==> config.mk <==
export PLATFORM = sky130hd
export DESIGN_NAME = instr_fetch_unit
export DESIGN_NICKNAME = d
export VERILOG_FILES = /design/src/rtl/instr_fetch_unit.sv
export SDC_FILE = /design/constraint.sdc
export NUM_CORES = 1
export LEC_CHECK = 0
export CORE_UTILIZATION = 52
export CTS_CLUSTER_DIAMETER = 80
export CTS_CLUSTER_SIZE = 16
export DETAILED_ROUTE_END_ITERATION = 8
export HOLD_SLACK_MARGIN = 0.02
export PLACE_DENSITY = 0.81
export SLEW_MARGIN = 20
export SYNTH_ARGS = -nofsm -noshare
export SYNTH_HDL_FRONTEND = slang
export SYNTH_SLANG_ARGS = --single-unit
==> constraint.sdc <==
create_clock -name clk -period 16.8 [get_ports clk]
set_input_delay 3.36 -clock clk [delete_from_list [all_inputs] [get_ports clk]]
set_output_delay 3.36 -clock clk [all_outputs]
set_load 0.005 [all_outputs]
==> src/rtl/instr_fetch_unit.sv <==
// Instruction fetch front end: owns the fetch PC, issues single-outstanding imem reads,
// buffers returned words in a small FIFO for decode. Optional counters under FETCH_PERF_EN.
module instr_fetch_unit #(
   parameter int          DEPTH    = 2,
   parameter logic [31:0] RESET_PC = 32'h0000_0000
) (
   input  logic        clk,
   input  logic        reset,
   output logic        imem_req,
   output logic [31:0] imem_addr,
   input  logic        imem_gnt,
   input  logic        imem_rvalid,
   input  logic [31:0] imem_rdata,
   input  logic        redirect,
   input  logic [31:0] redirect_pc,
   output logic        dec_valid,
   input  logic        dec_ready,
   output logic [31:0] dec_instr,
   output logic [31:0] dec_pc,
   output logic [5:0]  dec_opcode,
   output logic [5:0]  dec_funct,
   output logic [31:0] perf_fetched,
   output logic [31:0] perf_stall
);

   localparam int          PW      = $clog2(DEPTH);
   localparam logic [PW:0] DEPTH_C = (PW+1)'(DEPTH);

   typedef enum logic [1:0] {IDLE, REQ, WAIT, DROP} state_t;

   state_t         state_q, state_d;
   logic [31:0]    fetch_pc_q, fetch_pc_d;
   logic [31:0]    imem_addr_q, imem_addr_d;
   logic [31:0]    instr_mem_q [DEPTH];
   logic [31:0]    pc_mem_q [DEPTH];
   logic [PW-1:0]  wr_ptr_q, wr_ptr_d, rd_ptr_q, rd_ptr_d;
   logic [PW:0]    count_q, count_d, count_after;
   logic           push, pop;
   logic [31:0]    redirect_al;

   assign redirect_al = redirect_pc & 32'hFFFF_FFFC;
   assign pop         = (count_q != '0) && dec_ready;
   // Occupancy once the response in flight lands, net of any same-cycle pop.
   assign count_after = count_q + {{PW{1'b0}}, 1'b1} - {{PW{1'b0}}, pop};

   always_comb begin
      state_d     = state_q;
      fetch_pc_d  = fetch_pc_q;
      imem_addr_d = imem_addr_q;
      push        = 1'b0;
      case (state_q)
         IDLE: begin
            if (redirect) begin
               state_d     = REQ;
               fetch_pc_d  = redirect_al;
               imem_addr_d = redirect_al;
            end else if (count_q < DEPTH_C) begin
               state_d     = REQ;
               imem_addr_d = fetch_pc_q;
            end
         end
         REQ: begin
            if (imem_gnt) begin
               state_d    = redirect ? DROP : WAIT;
               fetch_pc_d = redirect ? redirect_al : fetch_pc_q + 32'd4;
            end else if (redirect) begin
               fetch_pc_d  = redirect_al;
               imem_addr_d = redirect_al;
            end
         end
         WAIT: begin
            if (redirect) begin
               fetch_pc_d = redirect_al;
               if (imem_rvalid) begin
                  state_d     = REQ;
                  imem_addr_d = redirect_al;
               end else begin
                  state_d = DROP;
               end
            end else if (imem_rvalid) begin
               push = 1'b1;
               if (count_after < DEPTH_C) begin
                  state_d     = REQ;
                  imem_addr_d = fetch_pc_q;
               end else begin
                  state_d = IDLE;
               end
            end
         end
         DROP: begin
            if (redirect) fetch_pc_d = redirect_al;
            if (imem_rvalid) begin
               state_d     = REQ;
               imem_addr_d = redirect ? redirect_al : fetch_pc_q;
            end
         end
         default: state_d = IDLE;
      endcase
   end

   always_comb begin
      wr_ptr_d = wr_ptr_q + {{(PW-1){1'b0}}, push};
      rd_ptr_d = rd_ptr_q + {{(PW-1){1'b0}}, pop};
      count_d  = count_q + {{PW{1'b0}}, push} - {{PW{1'b0}}, pop};
      if (redirect) begin
         wr_ptr_d = '0;
         rd_ptr_d = '0;
         count_d  = '0;
      end
   end

   always_ff @(posedge clk) begin
      if (reset) begin
         state_q     <= IDLE;
         fetch_pc_q  <= RESET_PC;
         imem_addr_q <= RESET_PC;
         wr_ptr_q    <= '0;
         rd_ptr_q    <= '0;
         count_q     <= '0;
      end else begin
         state_q     <= state_d;
         fetch_pc_q  <= fetch_pc_d;
         imem_addr_q <= imem_addr_d;
         wr_ptr_q    <= wr_ptr_d;
         rd_ptr_q    <= rd_ptr_d;
         count_q     <= count_d;
      end
   end

   // The word's own fetch address is still held in imem_addr_q while waiting.
   always_ff @(posedge clk) begin
      if (push && !reset) begin
         instr_mem_q[wr_ptr_q] <= imem_rdata;
         pc_mem_q[wr_ptr_q]    <= imem_addr_q;
      end
   end

   assign imem_req   = (state_q == REQ);
   assign imem_addr  = imem_addr_q;
   assign dec_valid  = (count_q != '0);
   assign dec_instr  = instr_mem_q[rd_ptr_q];
   assign dec_pc     = pc_mem_q[rd_ptr_q];
   assign dec_opcode = dec_instr[31:26];
   assign dec_funct  = dec_instr[5:0];

`ifdef FETCH_PERF_EN
   logic [31:0] perf_fetched_q, perf_fetched_d;
   logic [31:0] perf_stall_q, perf_stall_d;

   always_comb begin
      perf_fetched_d = perf_fetched_q + {31'b0, push};
      perf_stall_d   = perf_stall_q + {31'b0, dec_ready && (count_q == '0)};
   end

   always_ff @(posedge clk) begin
      if (reset) begin
         perf_fetched_q <= '0;
         perf_stall_q   <= '0;
      end else begin
         perf_fetched_q <= perf_fetched_d;
         perf_stall_q   <= perf_stall_d;
      end
   end

   assign perf_fetched = perf_fetched_q;
   assign perf_stall   = perf_stall_q;
`else
   assign perf_fetched = 32'd0;
   assign perf_stall   = 32'd0;
`endif

endmodule

==> parameters.txt, run 1 <==
Parameter                              Value

Run status
  Status ... completed

Clock tree
  Clock tree from TritonCTS ... yes
  Sink count of the clock tree ... 198
  PostCTS Resize Cnt ... 0
  Clock transition at the registers of the reported paths ... 70 ps
  Number of buffers added by the clock tree synthesis step ... 17
  Level count of the clock H-tree ... 4
  Number of buffers inserted by hold repair at cts ... 0
  Latest clock arrival within the worst-skew pair ... 420 ps
  CTS Buffer Depth ... 2
  Number of buffers added for setup after CTS ... 0
  CTS root buffer ... sky130_fd_sc_hd__clkbuf_16

Place
  Count of buffers from port buffering ... 177
  Number of cells in the design after placement ... 1062
  Placer's final routability congestion estimate ... 0.7805
  Detailed placer's ending HPWL ... 12300 um

STA
  Upper clock frequency limit ... 0.1763 GHz
  Final-report max-slew violation count ... 0
  Final worst path period share ... 33.76%
  Final hold violation count ... 0
  Smallest hold slack ... 467.4 ps
  Setup repair after global routing missed its margin ... false
  Final setup viols ... 0
  Tightest Pin Transition ... 923.7 ps
  Shortest clock period the worst path allows after layout ... 5672 ps
  Slew Limit Headroom ... 38.42%
  TNS Setup ... 0 ps
  Maximum clock skew at final layout ... 8.176 ps

Yosys
  Share of the synthesized area in the top cell type ... 43.12%
  Post-synth design cell area ... 8915 um^2
  FFs w/ async S/R, synth ... 0%
  Area leader, netlist ... sky130_fd_sc_hd__edfxtp_1
  Predominant post-synthesis flop cell ... sky130_fd_sc_hd__edfxtp_1
  Number of flip-flops and latches in the synthesized netlist ... 198
  Part of the Yosys area used for sequential elements ... 58.84%
  Synth warn ... 0
  Post-synth EDFFs ... 128
  Unique masters post-synth ... 49
  Synth Area per Inst ... 12.52 um^2
  Area contributors post-synth ... sky130_fd_sc_hd__edfxtp_1 43%, sky130_fd_sc_hd__dfxtp_1 16%, sky130_fd_sc_hd__mux2_2 9.6%
  Count of mapped cells out of synthesis ... 712

Critical path
  Data arrival time at the worst-slack endpoint ... 2310 ps
  Worst path cell trace ... mux2_2, clkdlybuf4s50_1
  Reg-to-reg slack, setup ... 14360 ps
  Slowest cell on the critical path ... sky130_fd_sc_hd__dfxtp_4
  Worst-path maximum fanout ... 65
  Type of destination of the critical path ... output pin
  Buffers & Inverters on Critical Path ... 1
  Startpoint Class ... flop
  Worst reg2reg startpoint ... state_q[1]$_SDFFE_PP0P_
  Required time of the worst setup path ... 13440 ps
  Crit-path max cell delay ... 950 ps
  Family with the most delay on the worst path ... flip-flops
  Worst R2R Path Depth ... 8
  Destination of the worst register-to-register timing path ... imem_addr[4]$_SDFFE_PP0P_
  Worst Path Class, Setup ... reg2out

GRT
  Wire length of the first global-routing pass ... 29520 um
  Congestion Overflow GR ... 0
  Pin count of the biggest net entering global routing ... 74
  Number of global-route vias before repair ... 5587
  Aggregate global-route resource usage ... 21.58%
  Antenna violations before repair ... 0

Floorplanning
  Die outline width ... 132.9 um
  Area of the die ... 17670 um^2
  Core Rows ... 47
  IO Pins ... 244
  Placeable core region ... 16640 um^2
  Starting utilization of the core area ... 53.57%
  Chip height ... 132.9 um

Finish
  Filler cell count in the final layout ... 1263
  Count of antenna diodes in the layout ... 0
  Finished Layout Cells ... 1094
  Ratio of cells with drive above 1 in the final layout ... 16.70%
  Commonest cells after routing, fill and taps aside ... 175 x sky130_fd_sc_hd__clkdlybuf4s50_1, 128 x sky130_fd_sc_hd__edfxtp_1, 76 x sky130_fd_sc_hd__mux2_2
  Number of nets in the layout ... 938
  Layout Area Growth over Synthesis ... 24.55%
  Most common cell after layout, fill and taps aside ... sky130_fd_sc_hd__clkdlybuf4s50_1

Power
  Worst IR drop on VDD ... 0.07834 mV
  Static leakage ... 0.003861 uW
  Total power divided by cell area ... 105.9 nW/um^2

Hold path
  Hold depth ... 1
  End of the worst hold path ... fetch_pc_q[0]$_SDFFE_PP0P_
  Type of the most critical hold path ... reg2reg
  Hold path startpoint ... fetch_pc_q[0]$_SDFFE_PP0P_

Detailed routing
  Number of nets with antenna violations after routing ... 0
  Overall via count from detail_route ... 5870
  DRC violation count after routing ... 0
  Routed wire length per instance ... 17.30 um
  DRT iter0 DRCs ... 349
  Count of TritonRoute iterations in the first routing pass ... 5
  Total wire length ... 18920 um
  Mean number of vias per cell ... 5.366

Flow run
  Max-cap violations ... 0
registers in the layout, summed over array words and instances, names as in the netlist:
name and cells:
state_q 2, imem_addr 32, rd_ptr_q 1, count_q 2, wr_ptr_q 1, instr_mem_q 64
pc_mem_q 64, fetch_pc_q 32
cells in the mapped netlist (all sizes together), types with 6 or more instances:
cell,instances
and3,10
dfxtp,70
buf,90
a311oi,32
nand3,13
nor3,9
a21oi,45
nand2,42
a211oi,15
mux2i,8
nor2,30
and2,8
xor2,6
nand4,15
edfxtp,128
ha,7
clkbuf,30
inv,6
o21ai,33
xnor2,8
mux2,77
layer usage:
layer | global-route usage, % | wire length [um] | vias up
met5 | 0 | 0 | -
met4 | 7.918 | 258 | 0
met3 | 3.870 | 1068 | 17
met2 | 37.43 | 9927 | 176
met1 | 26.86 | 7669 | 2865
li1 | - | - | 2812
worst max-delay path by stage:
stage	depth (start not counted)	slack (ps)	end	from
after global routing	2	11030	dec_opcode[5]	rd_ptr_q$_SDFF_PP0_
after detailed placement	8	10930	imem_addr[4]$_SDFFE_PP0P_	redirect
final	2	11130	dec_pc[28]	rd_ptr_q$_SDFF_PP0_
after floorplan	3	7780	instr_mem_q[1][0]$_DFFE_PP_	reset
after global placement	8	10970	imem_addr[5]$_SDFFE_PP0P_	redirect
after CTS	2	11090	dec_pc[25]	rd_ptr_q$_SDFF_PP0_
cell families (layout without fill, tap and decap cells):
family / count (synthesis) / in the layout / synth area share (%)
multiplexers: 85 / 85 / 10.62
AO/OA/AOI/OAI: 137 / 137 / 10.76
AND/OR/NAND/NOR: 143 / 143 / 8.393
flip-flops: 198 / 198 / 58.84
adder cells (fa/ha/maj): 7 / 7 / 0.9824
buffers and inverters: 127 / 226 / 8.982
other: 1 / 64 / 0.04206
XOR/XNOR: 14 / 14 / 1.375
power by group:
group	switching (uW)	leakage [uW]	internal (uW)	total (uW)
Combinational	94.9	0.00182	91.7	187
Clock	172	0.000296	233	405
Sequential	29.9	0.00174	554	584
per-stage QoR:
stage                     setup WS [ps]  utilization [%]  power, uW  area, um^2
after floorplan                    7784                -      702.1        9151
after global placement            10970            63.14      776.7       10510
after detailed placement          10930            63.14      781.9       10510
after CTS                         11090            66.72       1185       11100
after global routing              11030            66.72       1222       11100
final                             11130            66.72       1176       11100
worst register-to-register path: stages, from the launching register on:
cell and delay [ps]:
sky130_fd_sc_hd__dfxtp_1 360, sky130_fd_sc_hd__inv_1 80, sky130_fd_sc_hd__ha_1 200, sky130_fd_sc_hd__buf_4 260, sky130_fd_sc_hd__o21ai_0 150, sky130_fd_sc_hd__and3_1 550
sky130_fd_sc_hd__buf_4 370, sky130_fd_sc_hd__a21oi_1 120, sky130_fd_sc_hd__a311oi_2 250
layout make-up:
cell class / count / area (um^2) / share of cell area, %
flip-flops and latches: 198 / 5249 / 47.27
multi-input cells: 450 / 3120 / 28.10
repair buffers: 187 / 1837 / 16.54
clock buffers: 21 / 471.7 / 4.248
well taps: 220 / 275.3 / 2.479
clock inverters: 11 / 123.9 / 1.116
inverters: 7 / 26.28 / 0.2366
(Power assumes the default switching activity.)
==> run 2, diff against run 1 <==
Settings changed: CORE_UTILIZATION 52 to 44, PLACE_DENSITY 0.81 to 0.73.
Clock period 16.8 ns to 5 ns, I/O delays scaled along.
==> run 2 against run 1 <==
Compared with the run above:
- first-iteration DRC count shrank 6.0%
- core utilization shrank 9.9 points
- non-clock buffer count shrank 1
- sequential power grew to 3.4 times the previous value
- total power grew to 3.3 times the previous value
- via count is essentially flat
- critical path depth is the same
- clock-buffer cell count shrank 3
- clock power grew to 3.3 times the previous value
- die area grew 18%
- critical path type unchanged
- largest cell class unchanged
- highest routed layer unchanged
==> parameters.txt, run 2 (synthesized netlist as in run 1, its figures left out) <==
Parameter                              Value

Finish
  Multi-input logic area ... 3133 um^2
  Layout Area Growth over Synthesis ... 25.35%
  Sequential cell area ... 5249 um^2
  Regs by FF count ... instr_mem_q x64, pc_mem_q x64
  Most common cell after layout, fill and taps aside ... sky130_fd_sc_hd__clkdlybuf4s50_1
  Commonest cells after routing, fill and taps aside ... 175 x sky130_fd_sc_hd__clkdlybuf4s50_1, 128 x sky130_fd_sc_hd__edfxtp_1, 76 x sky130_fd_sc_hd__mux2_2
  Filler cell count in the final layout ... 1690
  Number of nets in the layout ... 937
  Ratio of cells with drive above 1 in the final layout ... 16.84%
  Finished Layout Cells ... 1139

Critical path
  Type of destination of the critical path ... output pin
  Worst reg2reg startpoint ... state_q[1]$_SDFFE_PP0P_
  Startpoint Class ... flop
  Worst-path maximum fanout ... 65
  Destination of the worst register-to-register timing path ... fetch_pc_q[26]$_SDFF_PP0_
  Required time of the worst setup path ... 4000 ps
  Worst R2R Path Depth ... 7
  Data arrival time at the worst-slack endpoint ... 2330 ps
  Worst Path Class, Setup ... reg2out
  Reg-to-reg slack, setup ... 2310 ps

STA
  Maximum clock skew at final layout ... 9.782 ps
  Final-report max-slew violation count ... 0
  Final setup viols ... 0
  Final worst path period share ... 66.52%
  Tightest Pin Transition ... 925.7 ps
  Setup repair after global routing missed its margin ... false
  Shortest clock period the worst path allows after layout ... 3326 ps
  TNS Setup ... 0 ps
  Upper clock frequency limit ... 0.3007 GHz
  Final hold violation count ... 0
  Slew Limit Headroom ... 38.29%
  Slack of the critical path ... 1674 ps
  Smallest hold slack ... 469.3 ps

Detailed routing
  DRC violation count after routing ... 0
  Total wire length ... 18910 um
  Max Used Layer ... met4
  DR WL met2 ... 9413 um
  Wire length on met1 ... 7763 um
  Routed wire length per instance ... 16.60 um
  Number of nets with antenna violations after routing ... 0
  Overall via count from detail_route ... 5865
  Mean number of vias per cell ... 5.149
  DRT iter0 DRCs ... 328
  Count of TritonRoute iterations in the first routing pass ... 5
  Total length of routed met3 wires ... 1371 um

Clock tree
  Clock transition at the registers of the reported paths ... 70 ps
  CTS Buffer Depth ... 2
  Number of buffers inserted by hold repair at cts ... 0
  Level count of the clock H-tree ... 4
  Number of buffers added by the clock tree synthesis step ... 17
  Number of buffers added for setup after CTS ... 0
  Clock tree from TritonCTS ... yes
  Latest clock arrival within the worst-skew pair ... 430 ps
  Sink count of the clock tree ... 198
  PostCTS Resize Cnt ... 0
  CTS root buffer ... sky130_fd_sc_hd__clkbuf_16

Hold path
  Hold path startpoint ... fetch_pc_q[0]$_SDFFE_PP0P_
  Hold depth ... 1
  End of the worst hold path ... fetch_pc_q[0]$_SDFFE_PP0P_
  Type of the most critical hold path ... reg2reg

Place
  Post-Place Setup Slack ... 1357 ps
  Count of buffers from port buffering ... 177
  Number of cells in the design after placement ... 1106
  Detailed placer's ending HPWL ... 12510 um
  Placer's final routability congestion estimate ... 0.7626

Run status
  Status ... completed

Floorplanning
  Starting utilization of the core area ... 45.36%
  Die outline width ... 144.3 um
  IO Pins ... 244
  Placeable core region ... 19650 um^2
  Core Rows ... 51
  Chip height ... 144.3 um
  Area of the die ... 20830 um^2

GRT
  Number of global-route vias before repair ... 5395
  Antenna violations before repair ... 1
  Congestion Overflow GR ... 0
  Aggregate global-route resource usage ... 17.79%
  Wire length of the first global-routing pass ... 28300 um
  Pin count of the biggest net entering global routing ... 66

Power
  Static leakage ... 0.003848 uW
  Total power divided by cell area ... 350.4 nW/um^2
  Worst IR drop on VDD ... 0.2207 mV
  Power Total ... 3915 uW

Flow run
  Max-cap violations ... 0
run 2: cell types whose count changed in the layout (fill, tap and decap cells not counted), sizes merged:
cell	change
clkinvlp	+3
buf	-1
inv	+4
clkinv	-3
bufinv	-1
clkbuf	-3
diode	+1
run 2: metrics by stage:
step	instance area (um^2)	util [%]
final	11170	56.86
after detailed placement	10590	53.90
after global placement	10590	53.90
after floorplan	9161	-
after CTS	11170	56.84
after global routing	11170	56.84
run 2: cell type report:
type | count | share of cell area (%)
clock buffers | 18 | 3.930
inverters | 7 | 0.2351
well taps | 265 | 2.967
multi-input cells | 450 | 28.04
repair buffers | 186 | 16.59
diodes | 1 | 0.02239
flip-flops and latches | 198 | 46.97
clock inverters | 14 | 1.243
run 2: power breakdown:
| part | internal, uW | leakage, uW | switching [uW] |
|---|---|---|---|
| logic | 310 | 0.00183 | 319 |
| registers | 1860 | 0.00174 | 102 |
| clock network | 712 | 0.000276 | 612 |
run 2: how the worst max path moves through the flow:
stage	startpoint	endpoint	slack, ps	depth (start not counted)
2_1_floorplan	reset	instr_mem_q[1][0]$_DFFE_PP_	620	3
3_3_place_gp	redirect	count_q[1]$_SDFF_PP0_	1360	9
3_5_place_dp	redirect	count_q[1]$_SDFF_PP0_	1360	9
4_1_cts	rd_ptr_q$_SDFF_PP0_	dec_instr[0]	1620	2
5_1_grt	redirect	count_q[1]$_SDFF_PP0_	1540	9
6_report	rd_ptr_q$_SDFF_PP0_	dec_instr[0]	1670	2
run 2: routing by layer:
layer  GRT usage (%)  vias to the layer above
li1                -                     2811
met1           21.59                     2825
met2           30.52                      204
met3           3.742                       25
met4           7.535                        0
met5               0                        -
run 2: critical path: stages (launching register included):
cell	delay, ps
sky130_fd_sc_hd__dfxtp_4	920
sky130_fd_sc_hd__mux2_2	430
sky130_fd_sc_hd__clkdlybuf4s50_1	460
